File: config.mk
export PLATFORM = sky130hd
export DESIGN_NAME = idma_legalizer_req_scheduler
export DESIGN_NICKNAME = d
export VERILOG_FILES = /design/src/rtl/idma_legalizer_req_scheduler_pkg.sv /design/src/rtl/idma_sched_credit_counter.sv /design/src/rtl/idma_legalizer_req_scheduler.sv
export SDC_FILE = /design/constraint.sdc
export NUM_CORES = 1
export LEC_CHECK = 0
export CAP_MARGIN = 20
export CORE_AREA = 8 8 45 47
export CTS_BUF_LIST = sky130_fd_sc_hd__clkbuf_4
export DETAILED_ROUTE_END_ITERATION = 10
export DIE_AREA = 0 0 53 55
export DONT_BUFFER_PORTS = 1
export PLACE_DENSITY = 0.73
export SETUP_SLACK_MARGIN = 0.15
export SYNTH_ARGS = -nofsm -noshare
export SYNTH_HDL_FRONTEND = slang
export SYNTH_SLANG_ARGS = --single-unit
File: constraint.sdc
create_clock -name clk_i -period 3.07 [get_ports clk_i]
set_input_delay 0.4605 -clock clk_i [delete_from_list [all_inputs] [get_ports clk_i]]
set_output_delay 0.4605 -clock clk_i [all_outputs]
set_load 0.01 [all_outputs]
File: src/rtl/idma_legalizer_req_scheduler_pkg.sv
// idma_legalizer_req_scheduler_pkg: shared types for the legalizer request scheduler
// Contents: sched_state_e, the arbitration FSM state (ARB = free to pick, HOLD = grant locked).
package idma_legalizer_req_scheduler_pkg;

    typedef enum logic {
        ST_ARB  = 1'b0,
        ST_HOLD = 1'b1
    } sched_state_e;

endpackage

File: src/rtl/idma_sched_credit_counter.sv
// idma_sched_credit_counter: per-port outstanding-transfer credit counter
// Ports: clk_i/rst_ni clock and async active-low reset; inc_i grant issued; dec_i transfer
// completed; clear_i kill (wins over inc/dec); cnt_o current in-flight count.
module idma_sched_credit_counter #(
    parameter int unsigned MaxCount = 4,
    parameter int unsigned CntWidth = $clog2(MaxCount + 1)
) (
    input  logic                clk_i,
    input  logic                rst_ni,
    input  logic                inc_i,
    input  logic                dec_i,
    input  logic                clear_i,
    output logic [CntWidth-1:0] cnt_o
);

    logic [CntWidth-1:0] cnt_d, cnt_q;

    // Simultaneous inc and dec cancel; a decrement at zero saturates.
    always_comb begin
        cnt_d = clear_i                              ? '0 :
                (inc_i && !dec_i)                    ? cnt_q + 1'b1 :
                (dec_i && !inc_i && cnt_q != '0)     ? cnt_q - 1'b1 : cnt_q;
    end

    always_ff @(posedge clk_i or negedge rst_ni) begin
        if (!rst_ni) cnt_q <= '0;
        else         cnt_q <= cnt_d;
    end

    assign cnt_o = cnt_q;

`ifndef SYNTHESIS
    assert property (@(posedge clk_i) disable iff (!rst_ni)
        !(dec_i && !inc_i && !clear_i && cnt_q == '0));
    assert property (@(posedge clk_i) disable iff (!rst_ni)
        !(inc_i && !dec_i && !clear_i && cnt_q == CntWidth'(MaxCount)));
`endif

endmodule

File: src/rtl/idma_legalizer_req_scheduler.sv
// idma_legalizer_req_scheduler: round-robin share of one legalizer 1D-request input with per-port credits
// Ports: req_i/valid_i/ready_o per-port request streams; req_o/valid_o/ready_i/port_id_o granted
// stream to the legalizer; flush_i blocks new grants; kill_i clears credits and lock;
// done_valid_i/done_port_i completion feedback; busy_o port has transfers in flight.
// Optional: define IDMA_SCHED_PRIO_EN to add prio_i; eligible prio ports are then searched first.
module idma_legalizer_req_scheduler
    import idma_legalizer_req_scheduler_pkg::*;
#(
    parameter  int unsigned NumPorts       = 2,
    parameter  int unsigned MaxOutstanding = 4,
    parameter  type         idma_req_t     = logic,
    localparam int unsigned PortIdWidth    = (NumPorts > 1) ? $clog2(NumPorts) : 1,
    localparam int unsigned CntWidth       = $clog2(MaxOutstanding + 1)
) (
    input  logic                   clk_i,
    input  logic                   rst_ni,
    input  idma_req_t              req_i [NumPorts],
    input  logic [NumPorts-1:0]    valid_i,
    output logic [NumPorts-1:0]    ready_o,
    output idma_req_t              req_o,
    output logic                   valid_o,
    input  logic                   ready_i,
    output logic [PortIdWidth-1:0] port_id_o,
    input  logic                   flush_i,
    input  logic                   kill_i,
    input  logic                   done_valid_i,
    input  logic [PortIdWidth-1:0] done_port_i,
`ifdef IDMA_SCHED_PRIO_EN
    input  logic [NumPorts-1:0]    prio_i,
`endif
    output logic [NumPorts-1:0]    busy_o
);

    sched_state_e           lock_d, lock_q;
    logic [PortIdWidth-1:0] sel_d, sel_q, rr_d, rr_q, sel, pick;
    logic [CntWidth-1:0]    cnt [NumPorts];
    logic [NumPorts-1:0]    elig, cand, inc, dec;
    logic                   hs;

    // First set bit of c at or after start, wrapping; scanned backwards so the nearest wins.
    function automatic logic [PortIdWidth-1:0] rr_pick(input logic [NumPorts-1:0] c,
                                                       input logic [PortIdWidth-1:0] start);
        int unsigned idx;
        rr_pick = start;
        for (int k = NumPorts - 1; k >= 0; k--) begin
            idx = (int'(start) + k) % NumPorts;
            if (c[idx]) rr_pick = PortIdWidth'(idx);
        end
    endfunction

    for (genvar i = 0; i < NumPorts; i++) begin : g_port
        // Registered counts only: a same-cycle completion does not free a credit yet.
        assign elig[i]    = valid_i[i] && cnt[i] < CntWidth'(MaxOutstanding);
        assign inc[i]     = hs && sel == PortIdWidth'(i);
        assign dec[i]     = done_valid_i && done_port_i == PortIdWidth'(i);
        assign ready_o[i] = inc[i];
        assign busy_o[i]  = cnt[i] != '0;

        idma_sched_credit_counter #(
            .MaxCount (MaxOutstanding),
            .CntWidth (CntWidth)
        ) i_credit (
            .clk_i   (clk_i),
            .rst_ni  (rst_ni),
            .inc_i   (inc[i]),
            .dec_i   (dec[i]),
            .clear_i (kill_i),
            .cnt_o   (cnt[i])
        );

`ifndef SYNTHESIS
        assert property (@(posedge clk_i) disable iff (!rst_ni)
            valid_i[i] && !ready_o[i] |=> $stable(req_i[i]) && valid_i[i]);
`endif
    end

`ifdef IDMA_SCHED_PRIO_EN
    assign cand = |(elig & prio_i) ? (elig & prio_i) : elig;
`else
    assign cand = elig;
`endif

    assign pick = rr_pick(cand, rr_q);

    always_comb begin
        sel       = (lock_q == ST_HOLD) ? sel_q : pick;
        valid_o   = (lock_q == ST_HOLD) || (!flush_i && |cand);
        hs        = valid_o && ready_i;
        req_o     = valid_o ? req_i[sel] : '0;
        port_id_o = valid_o ? sel : '0;
        lock_d    = (!kill_i && valid_o && !ready_i) ? ST_HOLD : ST_ARB;
        sel_d     = (valid_o && !ready_i) ? sel : sel_q;
        // rr advances on any handshake, including one in a kill cycle.
        rr_d      = !hs ? rr_q : (sel == PortIdWidth'(NumPorts - 1)) ? '0 : sel + 1'b1;
    end

    always_ff @(posedge clk_i or negedge rst_ni) begin
        if (!rst_ni) begin
            lock_q <= ST_ARB;
            sel_q  <= '0;
            rr_q   <= '0;
        end else begin
            lock_q <= lock_d;
            sel_q  <= sel_d;
            rr_q   <= rr_d;
        end
    end

`ifndef SYNTHESIS
    assert property (@(posedge clk_i) disable iff (!rst_ni)
        valid_o && !ready_i && !kill_i |=> valid_o && $stable(port_id_o));
    assert property (@(posedge clk_i) disable iff (!rst_ni)
        done_valid_i |-> 32'(done_port_i) < NumPorts);
`endif

endmodule
After elaboration in Yosys (flattened, before gate mapping):

Cells that the tools add are included.

* register bits: 9
* latch bits: 0
* RAM bits: 0
* ROM bits: 0
* input bits: 11
* memories kept: 0

* add/subtract/negate cells: 6
* multiply operators: 0
* div/mod/pow operators: 0
* magnitude comparators: 5
* equality and inequality tests: 0
* shift-type cells: 0
* mux-type cells: 20
* bitwise gates (word level): 3
* reductions and logical operators: 30

Operators with widths (count)
* 3-bit 2-to-1 mux: 6
* 1-bit logical AND: 17
* 1-bit 2-to-1 mux: 14
* 3-bit nonzero test: 4
* 1-bit zero test: 7
* 3-bit by 1-bit adder with 3-bit output, second input constant: 2
* 3-bit < comparator, second input constant: 2
* 3-bit by 1-bit subtractor with 3-bit output, second input constant: 2
* 1-bit by 2-bit < comparator with 1-bit output, second input constant: 2
* 1-bit adder, second input constant: 2
* 2-bit greater-or-equal comparator, second input constant: 1
* 1-bit NOT: 2
* 1-bit NOT with 2-bit output: 1
* 2-bit OR reduction: 1
* 1-bit logical OR: 1

Depth between registers and ports, before layout:

Gate-level depths: netlist of the first run.

* depth after elaboration: 15
* gate-level depth with buffers: 10
* depth with buffers taken out: 9

Hierarchy:

From an unflattened synthesis of the first run, not the netlist that was laid out.

* cells, all modules: 66
* area, all modules: 666.9 µm²

Modules (own cells, without submodules)
* idma_sched_credit_counter: times used 2, cells an instance 19, area each 203.9 µm², sequential area each 75.1 µm²
* idma_legalizer_req_scheduler: times used 1, cells an instance 28, area each 259.0 µm², sequential area each 75.1 µm²

Least setup slack after synthesis of the first run:

Ideal clock, no wire load.

* path kind: input port to flip-flop
* from: input port valid_i[1]
* to: register g_port[1].i_credit.cnt_q[2]
* library setup time: 125 ps
* arrival: 2301 ps
* setup slack: 644 ps
* stages: 9
* buffers on the path: 0
* cell sequence: nor2b_2 maj3_2 a22oi_4 nor2_4 and2_1 fa_1 and2_1 mux2i_1 mux2_2

* word-level cells in the longest chain between the ends: 11
* elaborated cells on any way between the ends: 20
* those cells by class: 9 x mux; 11 x reduce/logical

RTL lines
* from (decl): RTL line idma_legalizer_req_scheduler.sv:18 `input logic [NumPorts-1:0] valid_i,`
* 1-bit logical AND (*): RTL line idma_legalizer_req_scheduler.sv:53 `assign elig[i] = valid_i[i] && cnt[i] < CntWidth'(MaxOutstanding);`
* 1-bit 2-to-1 mux (implied by the code) (2 in series): RTL line idma_legalizer_req_scheduler.sv:47 `if (c[idx]) rr_pick = PortIdWidth'(idx);`
* 1-bit 2-to-1 mux (2 in series): RTL line idma_legalizer_req_scheduler.sv:47
* 1-bit 2-to-1 mux: RTL line idma_legalizer_req_scheduler.sv:86 `sel = (lock_q == ST_HOLD) ? sel_q : pick;`
* 1-bit logical AND (*): RTL line idma_legalizer_req_scheduler.sv:54 `assign inc[i] = hs && sel == PortIdWidth'(i);`
* net g_port[1].i_credit.inc_i: RTL line idma_sched_credit_counter.sv:10 `input logic inc_i,`
* 1-bit zero test: RTL line idma_sched_credit_counter.sv:22 `(dec_i && !inc_i && cnt_q != '0) ? cnt_q - 1'b1 : cnt_q;`
* 1-bit logical AND (2 in series): RTL line idma_sched_credit_counter.sv:22
* 3-bit nonzero test (no source line)
* to (signal assigned): RTL line idma_sched_credit_counter.sv:27 `else cnt_q <= cnt_d;`
* to (decl): RTL line idma_sched_credit_counter.sv:16 `logic [CntWidth-1:0] cnt_d, cnt_q;`

The timed path passes the listed nets; every way through them passes the cells marked *. The select of a mux whose other input is x is not followed.
A chain may end at the register's enable or synchronous reset.

Final worst setup path of the first run:

* from: register g_port[0].i_credit.cnt_q[2]
* to: register g_port[1].i_credit.cnt_q[2]

* word-level cells in the longest chain between the ends: 12
* elaborated cells on any way between the ends: 21
* those cells by class: 1 x order compare; 9 x mux; 11 x reduce/logical

RTL lines
* from (decl): RTL line idma_sched_credit_counter.sv:16
* from (signal assigned): RTL line idma_sched_credit_counter.sv:27
* 3-bit < comparator (*): RTL line idma_legalizer_req_scheduler.sv:53
* 1-bit logical AND (*): RTL line idma_legalizer_req_scheduler.sv:53
* 1-bit 2-to-1 mux (implied by the code) (2 in series): RTL line idma_legalizer_req_scheduler.sv:47
* 1-bit 2-to-1 mux (2 in series): RTL line idma_legalizer_req_scheduler.sv:47
* 1-bit 2-to-1 mux: RTL line idma_legalizer_req_scheduler.sv:86
* 1-bit logical AND (*): RTL line idma_legalizer_req_scheduler.sv:54
* net ready_o[1]: RTL line idma_legalizer_req_scheduler.sv:19 `output logic [NumPorts-1:0] ready_o,`
* 1-bit zero test: RTL line idma_sched_credit_counter.sv:22
* 1-bit logical AND (2 in series): RTL line idma_sched_credit_counter.sv:22
* 3-bit nonzero test (no source line)

Marks and branches as above.

==> run_results.csv, run 1 <==
group,metric,value,unit
cells_and_area,diodes,0,
pwr,p_leak,0.325,nW
logic_synthesis,synth_simple_gate_area_share,27.0,%
grt,grt_pass1_wl,2360,um
clock_tree,ctsLongestPathBuffers,2,
detailed_routing,drtAntennaViolNets,0,
sta,finalHoldViolCount,0,
placed_design,dp_cells,90,
pwr,vdd.ir_drop.worst,0.336,mV
detailed_routing,first_pass_iters,4,
floorplanning,core_area,1380,um2
setup_path,crit_chain,"nand2b_4 -> maj3_2 -> a22oi_4 -> nor2_4 -> and2_1 -> fa_1 -> and2_1 -> mux2i_1 -> mux2_2",
sta,final_max_slew_viol_count,0,
logic_synthesis,syn_inst,78,
logic_synthesis,ys_ff_latch,9,
pwr,combPwrFrac,43.2,%
placed_design,pre_cts_slack,0.535,ns
logic_synthesis,synthesis.nets,91,
clock_tree,cts_sinks,9,
setup_path,max_stage_delay,0.41,ns
grt,grt_use_total,10.9,%
cells_and_area,fin_util,55.8,%
logic_synthesis,synth-adder-area-share,6.97,%
worst_hold_path,hp-class,"primary input to flip-flop",
detailed_routing,avgRoutedWirePerCell,14.9,um
cells_and_area,layout-drive-gt1-share,16.5,%
clock_tree,htreeDepth,1,
logic_synthesis,synth_top_family_by_area,"simple AND/OR/NAND/NOR gates",
sta,slew_headroom,72.1,%
worst_hold_path,hold-path-cell-count,1,
logic_synthesis,synth_mux_area_share,14.3,%
logic_synthesis,synth_xor_xnor_area_share,2.38,%
pwr,switching_share,37.6,%
floorplanning,rows,14,
setup_path,r2r_slack,0.62,ns
setup_path,startpoint_type,"flip-flop",
setup_path,crit_slowest_cell,"dfrtp_1",
floorplanning,die_y,55,um
grt,grt_overflow,0,
detailed_routing,first_iter_violations,7,
floorplanning,io_pins,18,
setup_path,arrival,2.59,ns
sta,setup_viol,0,
sta,fin_tns_setup,0,ns
clock_tree,cts_root_buffer,"clkbuf_4",
worst_hold_path,min_delay_worst_endpoint,"g_port[0].i_credit.cnt_o[2]",
sta,tightestPinTransition,0.417,ns
logic_synthesis,synth-compound-area-share,12.4,%
detailed_routing,drc,0,
setup_path,path_buf_inv,0,
setup_path,endpoint_kind,"flip-flop",
pwr,power.share.clock,20.6,%
clock_tree,cts_inserted_buffers,3,
detailed_routing,num_vias,512,
clock_tree,clk_latency,0.26,ns
pwr,fin_total_pwr,0.000487,W
logic_synthesis,yosysWarningCount,0,
clock_tree,path_clk_slew,0.06,ns
detailed_routing,vias_per_cell,5.39,
clock_tree,ctsResizeCount,0,
pwr,p_sw,0.000183,W
setup_path,crit_type,"flip-flop to flip-flop",
placed_design,hpwl,1150,um
grt,antenna_found_initial,0,
clock_tree,ctsHoldBuffers,1,
cells_and_area,syn_to_final_growth,4.93,%
logic_synthesis,avgSynthCellArea,9.43,um2
setup_path,reg2regPathDepth,9,
cells_and_area,layout.nets,93,
setup_path,rr_endpoint,"g_port[1].i_credit.cnt_o[2]",
setup_path,cp_max_fo,5,
setup_path,reg2reg_from,"g_port[0].i_credit.cnt_o[2]",
job,max_cap_viol_count,0,
placed_design,portBuffers,0,
outcome,status,"complete, no violations",
sta,period_needed,2.45,ns
sta,worst_slack,0.625,ns
clock_tree,cts_setup_buffers,0,
sta,fmaxAchievable,409,MHz
grt,grt_pass1_vias,541,
logic_synthesis,synth_cell_types,29,
floorplanning,die_x,53,um
pwr,p_int,0.000304,W
setup_path,cp.required,3.22,ns
clock_tree,cts_tree,"built",
grt,grt_max_degree,12,
placed_design,gp_congestion,0.843,
logic_synthesis,synth_area,736,um2
sta,fin_crit_sh,79.6,%
pwr,p_per_area,631,nW/um2
pwr,p_seq_share,36.2,%
setup_path,crit_top_cell,"and2_1",
sta,finClkSkew,0.00378,ns
floorplanning,die_area,2920,um2
logic_synthesis,ys_seq_area_share,30.6,%
worst_hold_path,min_from,"kill_i",
sta,rsz0062_at_grt,"false",
detailed_routing,drt_wl_total,1420,um
cells_and_area,final_cells,95,
setup_path,path_delay_family,"adder cells",
floorplanning,start_util,53.2,%
layout by cell type (no fill, tap or decap), types with 2 or more instances in the layout:
cell type,Yosys,final
a21oi_1,3,3
and2_1,3,3
clkbuf_4,0,4
dfrtp_1,9,9
fa_1,2,2
inv_1,6,6
mux2_1,2,2
mux2_2,2,2
mux2i_1,6,6
nand2_1,2,2
nand2b_1,4,4
nor2_1,13,13
nor2b_1,4,4
nor3_1,3,3
or3_1,2,2
xnor2_1,2,2
cell families after synthesis:
logic type | Yosys count
muxes | 10
buffers and inverters | 10
adders and majority gates | 3
DFF | 9
AOI/OAI and AO/OA | 8
and+or+nand+nor | 36
xor gates and xnor gates | 2
per-layer routing:
metal,GRT usage (%),share of wire [%]
met1,10.8,40
met2,18.9,52
met3,4.01,7.0
met4,7.33,1.8
met5,0,0
cell type report:
class / count / area, um2
tap: 16 / 20.0
fill: 138 / 612
multi-input combinational: 59 / 464
clock buffer: 4 / 30.0
sequential: 9 / 225
timing repair buffer: 1 / 10.0
inverter: 6 / 22.5
synthesized netlist by cell type (all sizes together):
cell type  count  area share [%]
nor2          14             8.2
a31oi          1             2.9
o31ai          2             3.9
mux2           4             6.1
nand3b         1             1.0
buf            2             2.0
nand2b         5             5.3
o21ai          1            0.68
mux2i          6             8.2
a21oi          3             2.0
and2           3             2.6
or3            2             1.7
maj3           1             1.5
nand2          2             1.0
nor2b          5             4.6
xnor2          2             2.4
nand3          1            0.68
clkbuf         2             1.2
a22oi          1             2.9
dfrtp          9              31
fa             2             5.4
inv            6             3.1
nor3           3             2.0
power by group through the flow:
stage                     sequential (W)  combinational (W)  clock (W)
after floorplan                 0.000171           0.000187          0
after global placement          0.000178           0.000202          0
after detailed placement        0.000179           0.000208          0
after CTS                       0.000177           0.000215   0.000104
after global routing            0.000180           0.000236   0.000110
final                           0.000176           0.000211   0.000101
how the worst max path moves through the flow:
stage,startpoint,to,slack [ns],depth (start not counted)
2_1_floorplan,valid_i[1],g_port[1].i_credit.cnt_o[2],0.64,9
3_3_place_gp,valid_i[1],g_port[1].i_credit.cnt_o[2],0.56,9
3_5_place_dp,valid_i[1],g_port[1].i_credit.cnt_o[2],0.53,9
4_1_cts,g_port[0].i_credit.cnt_o[2],g_port[1].i_credit.cnt_o[2],0.61,9
5_1_grt,g_port[0].i_credit.cnt_o[2],g_port[1].i_credit.cnt_o[2],0.54,9
6_report,g_port[0].i_credit.cnt_o[2],g_port[1].i_credit.cnt_o[2],0.62,9
state kept, by name, summed over array words and instances (netlist names):
register	flops
sel_q	1
g_port.i_credit.cnt_o	6
lock_q	1
rr_q	1
stage by stage:
stage	area [um2]	hold WS, ns
global placement	732	0.165
global route	772	0.246
finish	772	0.261
CTS	772	0.254
floorplan	736	0.165
detailed placement	732	0.165
Note: power is estimated with default switching activity, not from simulation.
==> inputs of run 2 (changes only) <==
--- a/config.mk
+++ b/config.mk
@@ -11,7 +11,7 @@
 export DETAILED_ROUTE_END_ITERATION = 10
 export DIE_AREA = 0 0 53 55
 export DONT_BUFFER_PORTS = 1
-export PLACE_DENSITY = 0.73
+export PLACE_DENSITY = 0.75
 export SETUP_SLACK_MARGIN = 0.15
 export SYNTH_ARGS = -nofsm -noshare
 export SYNTH_HDL_FRONTEND = slang
==> constraint.sdc (replaced) <==
create_clock -name clk_i -period 2.12 [get_ports clk_i]
set_input_delay 0.318 -clock clk_i [delete_from_list [all_inputs] [get_ports clk_i]]
set_output_delay 0.318 -clock clk_i [all_outputs]
set_load 0.01 [all_outputs]
==> run 2 against run 1 <==
Against the previous run: maximum frequency rose by 7.9%; combinational power rose by 110%; critical path type unchanged; critical endpoint unchanged; largest power group unchanged; critical path depth did not move; the run now ends with setup timing left; die area did not move.
==> run_results.csv, run 2 (same netlist as run 1, synthesis figures left out) <==
group,metric,value,unit
setup_path,crit_type,"flip-flop to flip-flop",
sta,whs,0.126,ns
grt,antenna_found_initial,0,
floorplanning,start_util,53.2,%
cells_and_area,layout-drive-gt1-share,44.4,%
pwr,p_leak,0.411,nW
sta,period_needed,2.27,ns
clock_tree,cts_root_buffer,"clkbuf_4",
detailed_routing,vias_per_cell,5.36,
setup_path,startpoint_type,"flip-flop",
pwr,power.share.clock,16.6,%
sta,finalHoldViolCount,0,
clock_tree,ctsLongestPathBuffers,2,
outcome,status,"finished, violations left",
sta,finClkSkew,0.00380,ns
sta,rsz0062_at_grt,"true",
clock_tree,clk_latency,0.25,ns
sta,fin_tns_setup,-0.195,ns
floorplanning,die_y,55,um
clock_tree,cts_sinks,9,
pwr,p_seq_share,30.6,%
grt,grt_pass1_wl,2660,um
cells_and_area,largest_reg_flops,6,
floorplanning,rows,14,
job,max_cap_viol_count,0,
cells_and_area,layout.nets,104,
clock_tree,htreeDepth,1,
placed_design,dp_cells,99,
cells_and_area,diodes,0,
sta,fmaxAchievable,441,MHz
pwr,switching_share,35.8,%
cells_and_area,fin_util,67.7,%
sta,final_max_slew_viol_count,0,
cells_and_area,multiInputGateArea,538,um2
setup_path,endpoint_kind,"flip-flop",
setup_path,arrival,2.40,ns
cells_and_area,layout_commonest_cell,"nor2_1",
cells_and_area,final_cells,106,
cells_and_area,fin_area,937,um2
detailed_routing,num_vias,568,
cells_and_area,syn_to_final_growth,27.4,%
detailed_routing,avgRoutedWirePerCell,14.2,um
cells_and_area,seqCellArea,226,um2
pwr,p_int,0.000536,W
pwr,p_sw,0.000298,W
pwr,p_per_area,890,nW/um2
pwr,vdd.ir_drop.worst,0.591,mV
detailed_routing,first_iter_violations,7,
sta,slew_headroom,73.6,%
detailed_routing,drtAntennaViolNets,0,
setup_path,cp.required,2.25,ns
floorplanning,core_area,1380,um2
cells_and_area,fillCellCount,113,
detailed_routing,drt_wl_total,1510,um
placed_design,hpwl,1280,um
placed_design,portBuffers,0,
worst_hold_path,hp-class,"primary input to flip-flop",
sta,setup_viol,2,
grt,grt_max_degree,12,
clock_tree,path_clk_slew,0.06,ns
sta,worst_slack,-0.145,ns
clock_tree,cts_tree,"built",
setup_path,r2r_slack,-0.15,ns
floorplanning,die_area,2920,um2
detailed_routing,drc,0,
sta,tightestPinTransition,0.395,ns
outcome,violations,"setup timing",
grt,grt_pass1_vias,640,
placed_design,place_area,811,um2
detailed_routing,first_pass_iters,3,
grt,grt_use_total,11.9,%
cells_and_area,final_cell_mix,"nor2_1, buf_4, dfrtp_1, inv_1, clkbuf_4",
pwr,combPwrFrac,52.8,%
placed_design,gp_congestion,0.790,
grt,grt_overflow,0,
setup_path,cp_max_fo,2,
clock_tree,cts_inserted_buffers,3,
floorplanning,die_x,53,um
sta,fin_crit_sh,107,%
floorplanning,io_pins,18,
[run 2: cell types whose count changed in the layout (fill, tap and decap cells not counted), moves of 3 or more]
cell     change
buf_4        +9
and2_1       -3
and2_4       +3
mux2i_1      -3
[run 2: power by group through the flow]
stage	clock, W	combinational (W)	sequential [W]
finish	0.000138	0.000440	0.000255
CTS	0.000141	0.000427	0.000254
floorplan	0	0.000281	0.000248
detailed placement	0	0.000363	0.000255
global placement	0	0.000351	0.000252
global route	0.000150	0.000485	0.000261
[run 2: layout make-up]
| class | instances | share of cell area (%) |
|---|---|---|
| Clock buffer | 4 | 3.20 |
| Sequential cell | 9 | 24.2 |
| Tap cell | 16 | 2.14 |
| Inverter | 6 | 2.40 |
| Multi-Input combinational cell | 59 | 57.4 |
| Timing Repair Buffer | 12 | 10.7 |
[run 2: through the flow]
step	worst slack (ns)	total power, W
3_5_place_dp	-0.151	0.000618
2_1_floorplan	-0.134	0.000528
5_1_grt	-0.224	0.000897
6_report	-0.145	0.000834
3_3_place_gp	-0.0902	0.000603
4_1_cts	-0.145	0.000822
[run 2: what timing repair did]
item,CTS,global route
resized for setup,12,5
hold buffers,1,0
cloned,0,0
hold endpoints to repair,9,0
pin swaps,3,0
setup endpoints to repair,8,9
setup buffers,2,0
[run 2: critical path, stage by stage, from the launching register on]
cell,delay [ns]
dfrtp_1,0.38
nand2b_4,0.14
maj3_2,0.33
a22oi_4,0.16
nor2_4,0.04
and2_4,0.14
fa_2,0.34
and2_4,0.14
mux2i_1,0.13
mux2_2,0.34
[run 2: worst paths after layout]
check,cells after the start,start,to
max,9,g_port[0].i_credit.cnt_o[2],g_port[1].i_credit.cnt_o[2]
min,1,kill_i,g_port[0].i_credit.cnt_o[2]
max reg2reg,9,g_port[0].i_credit.cnt_o[2],g_port[1].i_credit.cnt_o[2]
min reg2reg,2,g_port[0].i_credit.cnt_o[1],g_port[0].i_credit.cnt_o[1]
max in group asynchronous,1,rst_ni,lock_q
min in group asynchronous,1,rst_ni,g_port[1].i_credit.cnt_o[1]
[run 2: layer usage]
layer / GRT usage [%] / up-vias / part of all wire [%]
li1: - / 283 / -
met1: 12.1 / 270 / 39
met2: 22.7 / 11 / 52
met3: 3.74 / 4 / 6.8
met4: 3.88 / 0 / 1.3
met5: 0 / - / 0
